[config.mk]
export PLATFORM = sky130hd
export DESIGN_NAME = ads1675_rx
export DESIGN_NICKNAME = d
export VERILOG_FILES = /design/src/rtl/ads1675_pkg.sv /design/src/rtl/ads1675_sync_edge.sv /design/src/rtl/ads1675_rx.sv
export SDC_FILE = /design/constraint.sdc
export NUM_CORES = 1
export LEC_CHECK = 0
export ABC_AREA = 1
export BUFFER_PORTS_ARGS = -buffer_cell sky130_fd_sc_hd__buf_2
export CORE_MARGIN = 5
export CORE_UTILIZATION = 35
export CTS_CLUSTER_SIZE = 25
export DETAILED_ROUTE_END_ITERATION = 8
export PLACE_DENSITY_LB_ADDON = 0.1
export SLEW_MARGIN = 20
export SYNTH_ARGS = -nofsm -noshare
export SYNTH_HDL_FRONTEND = slang
export SYNTH_HIERARCHICAL = 1
export SYNTH_SLANG_ARGS = --single-unit
[constraint.sdc]
create_clock -name clk -period 2.17 [get_ports clk]
set_clock_uncertainty 0.05 [all_clocks]
set_input_delay 0.217 -clock clk [delete_from_list [all_inputs] [get_ports clk]]
set_output_delay 0.217 -clock clk [all_outputs]
set_load 0.02 [all_outputs]
[src/rtl/ads1675_pkg.sv]
// Shared definitions for the ADS1675 serial receiver and its ADC model.
//   state_t          : receiver FSM states
//   ADS1675_FRAME_W  : sclk periods per conversion frame
//   ADS1675_DATA_W   : conversion word width (two's complement, MSB first)
package ads1675_pkg;

  typedef enum logic [1:0] {
    IDLE  = 2'd0,
    SHIFT = 2'd1,
    DONE  = 2'd2
  } state_t;

  localparam int ADS1675_FRAME_W = 48;
  localparam int ADS1675_DATA_W  = 24;

endpackage

[src/rtl/ads1675_sync_edge.sv]
// Two-flop synchronizer for one asynchronous bit, with rise/fall detection
// performed on the synchronized value only.
//   clk   : system clock
//   rst   : synchronous active-high reset, clears all flops
//   din   : asynchronous input
//   level : synchronized level
//   rise  : one-clk pulse on a synchronized 0->1 transition
//   fall  : one-clk pulse on a synchronized 1->0 transition
module ads1675_sync_edge (
  input  logic clk,
  input  logic rst,
  input  logic din,
  output logic level,
  output logic rise,
  output logic fall
);

  logic meta_p0;
  logic sync_p1;
  logic prev_p2;

  // stage 0/1: metastability filter; stage 2: previous value for edge detect
  always_ff @(posedge clk) begin
    if (rst) begin
      meta_p0 <= 1'b0;
      sync_p1 <= 1'b0;
      prev_p2 <= 1'b0;
    end else begin
      meta_p0 <= din;
      sync_p1 <= meta_p0;
      prev_p2 <= sync_p1;
    end
  end

  assign level = sync_p1;
  assign rise  = sync_p1 & ~prev_p2;
  assign fall  = ~sync_p1 & prev_p2;

endmodule

[src/rtl/ads1675_rx.sv]
// ADS1675 serial conversion-frame receiver. A synchronized drdy rising edge
// starts a frame; dout is sampled on synchronized sclk falling edges, MSB
// first, and the DATA_W-th bit completes the word. Trailing frame bits are
// ignored. A new drdy edge mid-word or an sclk stall aborts the frame.
//   clk        : system clock (>= 4x sclk)
//   rst        : synchronous active-high reset
//   en         : receiver enable; low forces IDLE
//   sclk_in    : ADC serial clock (asynchronous)
//   drdy_in    : ADC data ready (asynchronous)
//   dout_in    : ADC serial data (asynchronous, changes on sclk rise)
//   data_out   : last captured conversion word (signed)
//   data_valid : one-clk pulse when data_out has been updated
//   frame_err  : one-clk pulse when a frame is aborted
//   err_cnt    : saturating count of aborted frames
module ads1675_rx
  import ads1675_pkg::*;
#(
  parameter int FRAME_W = ADS1675_FRAME_W,
  parameter int DATA_W  = ADS1675_DATA_W,
  parameter int TIMEOUT = 64
) (
  input  logic                     clk,
  input  logic                     rst,
  input  logic                     en,
  input  logic                     sclk_in,
  input  logic                     drdy_in,
  input  logic                     dout_in,
  output logic signed [DATA_W-1:0] data_out,
  output logic                     data_valid,
  output logic                     frame_err,
  output logic [7:0]               err_cnt
);

  localparam int CNT_W = $clog2(DATA_W + 1);
  localparam int TMO_W = $clog2(TIMEOUT + 1);
  localparam logic [CNT_W-1:0] LAST_BIT = CNT_W'(DATA_W - 1);
  localparam logic [TMO_W-1:0] TMO_LAST = TMO_W'(TIMEOUT - 1);

  if (FRAME_W < DATA_W) begin : g_bad_frame
    $error("ads1675_rx: FRAME_W must not be smaller than DATA_W");
  end

  function automatic logic [7:0] sat_inc8(input logic [7:0] v);
    return (v == 8'hFF) ? v : v + 8'd1;
  endfunction

  logic sclk_lvl, sclk_rise, sclk_fall;
  logic drdy_lvl, drdy_rise, drdy_fall;
  logic dout_lvl, dout_rise, dout_fall;
  logic unused_sync;

  ads1675_sync_edge u_sync_sclk (
    .clk   (clk),
    .rst   (rst),
    .din   (sclk_in),
    .level (sclk_lvl),
    .rise  (sclk_rise),
    .fall  (sclk_fall)
  );

  ads1675_sync_edge u_sync_drdy (
    .clk   (clk),
    .rst   (rst),
    .din   (drdy_in),
    .level (drdy_lvl),
    .rise  (drdy_rise),
    .fall  (drdy_fall)
  );

  ads1675_sync_edge u_sync_dout (
    .clk   (clk),
    .rst   (rst),
    .din   (dout_in),
    .level (dout_lvl),
    .rise  (dout_rise),
    .fall  (dout_fall)
  );

  assign unused_sync = ^{sclk_lvl, sclk_rise, drdy_lvl, drdy_fall, dout_rise, dout_fall};

  state_t            state, state_nxt;
  logic [DATA_W-1:0] shreg;
  logic [DATA_W-1:0] shreg_nxt;
  logic [CNT_W-1:0]  bit_cnt;
  logic [TMO_W-1:0]  tmo_cnt;
  logic              capture;
  logic              clear;
  logic              tmo_inc;
  logic              abort;
  logic              finish;

  // dout and sclk share the same synchronizer depth, so dout_lvl is the
  // value that was on the line around the sclk falling edge.
  assign shreg_nxt = {shreg[DATA_W-2:0], dout_lvl};

  always_comb begin
    state_nxt = state;
    capture   = 1'b0;
    clear     = 1'b0;
    tmo_inc   = 1'b0;
    abort     = 1'b0;
    finish    = 1'b0;
    case (state)
      IDLE: begin
        if (en && drdy_rise) begin
          state_nxt = SHIFT;
          clear     = 1'b1;
        end
      end
      SHIFT: begin
        if (!en) begin
          state_nxt = IDLE;
        end else if (sclk_fall && bit_cnt == LAST_BIT) begin
          // final bit wins over a coincident drdy edge
          capture   = 1'b1;
          finish    = 1'b1;
          state_nxt = DONE;
        end else if (drdy_rise) begin
          abort = 1'b1;
          clear = 1'b1;
        end else if (sclk_fall) begin
          capture = 1'b1;
        end else if (tmo_cnt == TMO_LAST) begin
          abort     = 1'b1;
          state_nxt = IDLE;
        end else begin
          tmo_inc = 1'b1;
        end
      end
      DONE: begin
        state_nxt = IDLE;
      end
      default: begin
        state_nxt = IDLE;
      end
    endcase
  end

  // registered control, data and output pulses; data_valid is high while in DONE
  always_ff @(posedge clk) begin
    if (rst) begin
      state      <= IDLE;
      shreg      <= '0;
      bit_cnt    <= '0;
      tmo_cnt    <= '0;
      data_out   <= '0;
      data_valid <= 1'b0;
      frame_err  <= 1'b0;
      err_cnt    <= 8'd0;
    end else begin
      state      <= state_nxt;
      data_valid <= finish;
      frame_err  <= abort;
      if (abort) begin
        err_cnt <= sat_inc8(err_cnt);
      end
      if (clear) begin
        bit_cnt <= '0;
        tmo_cnt <= '0;
      end else if (capture) begin
        shreg   <= shreg_nxt;
        bit_cnt <= bit_cnt + CNT_W'(1);
        tmo_cnt <= '0;
      end else if (tmo_inc) begin
        tmo_cnt <= tmo_cnt + TMO_W'(1);
      end
      if (finish) begin
        data_out <= shreg_nxt;
      end
    end
  end

endmodule

==> impl_results.md <==
- Total area of multi-input combinational cells: around 0.0013 mm^2
- Port Buffer Count: 39
- Post-DP HPWL: 4200 um
- Global-route wire length before repair: 11400 um
- Mean instance size in the synthesized netlist: 7.51 um^2
- Worst hold slack across all endpoints: 0.0223 ns
- Largest stage delay, worst path: 0.38 ns
- Setup tns final: 0 ns
- Antenna Violating Nets Remaining: 0
- Fin. Hold Viols: 0
- Number of rows in the core area: 34
- Number of buffer and inverter instances along the worst setup path: 2
- Number of global-route vias before repair: between 2k and 2.5k
- Clock tree from TritonCTS: yes
- Clock root buffer: clkbuf_8
- Relative slew slack: 68.6%
- Violation count after the first detailed-routing iteration: 86
- Count of pins over their slew limit: 0
- Weighted congestion reported at the end of routability-driven placement: 0.796
- Run status: complete, no violations
- Initial core utilization: 35.6%
- Largest driver fanout on the critical path: 6
- Achievable clock frequency: 0.584 GHz
- Static Leakage: 1.61 nW
- Ant. Diodes: 0
- Worst-Skew Late Latency: approximately 0.34 ns
- Timing startpoint of the critical path: bit_cnt[0]$_SDFFE_PP0P_
- Number of clock sinks: 79
- Actual slew at the worst max-slew pin: 0.471 ns
- Category of the worst setup path capture point: flip-flop
- Final worst path period share: 78.9%
- Antenna violations before repair: 0
- Fraction of final layout cells sized beyond drive strength 1: 15.3%
- Number of fill cells: roughly 950
- Data required time at the worst endpoint: roughly 2.4 ns
- Count of hold-fix buffers inserted at cts: 0
- Cell breakdown of the critical path: ha_1, inv_1, nor2_1, nand2_1, nand3_2, nand3_1, nor2_1, o21ai_0, inv_1
- Core Region: 0.00868 mm^2
- Detailed-route via count: 2581
- Die area: 0.0108 mm^2
- Startpoint Class: flip-flop
- All-layer global routing usage: 12.6%
- Max Buffers Root-to-Sink: 2
- Worst min-delay path category: input pin to flip-flop
- CP delay by family, top: simple AND/OR/NAND/NOR gates
- Classification of the worst setup path: flip-flop to flip-flop
- Largest net degree at the start of global routing: 30
- Final number of setup-violating endpoints: 0
- Reg clk slew, reported paths: 0.08 ns
- Number of nets in the final layout: between 400 and 500
- Yosys warning count: 6
- P&R area growth vs syn: 15.4%
- Total setup buffers inserted after CTS: 0
- Tot Pwr: 0.00252 W
- Min Clock Period, post-route: 1.71 ns
- Endpoint arrival time on the critical path: roughly 2.0 ns
- DR pass1 iterations: 4
- Worst-path cell with the longest stage delay: dfxtp_1
- VDD IR-drop max: 274 uV
- H-tree Lvls: 3
- Synthesized cell area: 0.00309 mm^2
- Post-Synthesis Net Count: 421
- Flip-flop and latch area: around 0.0016 mm^2
- Total wire length: 6400 um
- Setup repair after global routing missed its margin: no
- Startpoint of the worst hold path: sclk_in
- Num ports: 40
- Average vias per placed instance: 4.57
- Die extent in x: between 100 and 150 um
- Final global-route overflow total: 0
- DRC: 0
- Total power divided by cell area: 707 mW/mm^2
- Reported max-cap violation count: 0
- Die Y-Extent: 104 um
- Gate count after technology mapping: 412
- Reg2Reg Launch Point: bit_cnt[0]$_SDFFE_PP0P_
- Inserted Clock Buffers: 9
- Post-cts resize count: 0
- Wire length per cell after detailed routing: roughly 11 um
-- sequential cells by signal (all words and copies together) (netlist names) --
signal	cells
bit_cnt	5
data_out	24
data_valid	1
err_cnt	8
frame_err	1
shreg	23
state	2
tmo_cnt	7
u_sync_dout/level	1
u_sync_dout/meta_p0	1
u_sync_drdy/level	1
u_sync_drdy/meta_p0	1
u_sync_drdy/prev_p2	1
u_sync_sclk/level	1
u_sync_sclk/meta_p0	1
u_sync_sclk/prev_p2	1
-- final timing paths --
| path | to | slack [ns] | cells after the start |
|---|---|---|---|
| worst max-delay path | tmo_cnt[5]$_SDFFE_PP0P_ | 0.46 | 9 |
| worst min-delay path | u_sync_sclk/meta_p0$_SDFF_PP0_ | 0.02 | 3 |
| worst min register to register | u_sync_dout/level$_SDFF_PP0_ | 0.36 | 2 |
| worst max register to register | tmo_cnt[5]$_SDFFE_PP0P_ | 0.46 | 9 |
-- per-stage QoR --
stage	cell area [um^2]	util, %	setup slack (ns)	cells
after global placement	3380	39.0	0.498	549
after CTS	3570	41.1	0.457	565
after detailed placement	3380	39.0	0.479	549
after floorplan	3090	-	0.562	412
after global routing	3570	41.1	0.230	565
final	3570	41.1	0.459	565
-- cell type report --
class	count	area share [%]
repair buffers	44	6.52
inverters	33	3.47
clock buffers	12	4.35
clock inverters	4	0.842
multi-input cells	285	36.7
flip-flops and latches	79	44.3
well taps	108	3.79
-- cell usage in the layout, fill, tap and decap left out, types with 3 or more instances in the layout --
cell	instances
xnor2_1	3
nand3_1	20
dfxtp_1	79
nor2_1	119
o21ai_0	49
xor2_1	4
buf_2	39
a21oi_1	22
inv_2	4
nand2_1	47
buf_4	5
nand4_1	3
inv_1	29
ha_1	3
clkbuf_8	11
-- where the power goes --
group | leakage (nW) | internal [W] | switching, W
clock | 0.0926 | 0.000481 | 0.000526
combinational | 0.877 | 0.0000183 | 0.0000392
sequential | 0.638 | 0.00146 | 0.00000283
total | 1.61 | 0.00195 | 0.000568
-- worst reg2reg max path, stage by stage (launching register included) --
cell and delay [ns]:
dfxtp_1 0.38, ha_1 0.23, inv_1 0.07, nor2_1 0.14
nand2_1 0.13, nand3_2 0.13, nand3_1 0.22, nor2_1 0.15
o21ai_0 0.09, inv_1 0.05
-- routing by layer --
metal / track usage, % / part of all wire [%] / vias up
met5: 0 / 0 / -
met4: 5.27 / 1.4 / 0
met1: 16.3 / 50 / 1157
li1: - / - / 1389
met3: 3.48 / 2.9 / 5
met2: 19.6 / 45 / 30
Power figures use the tool's default switching activity.
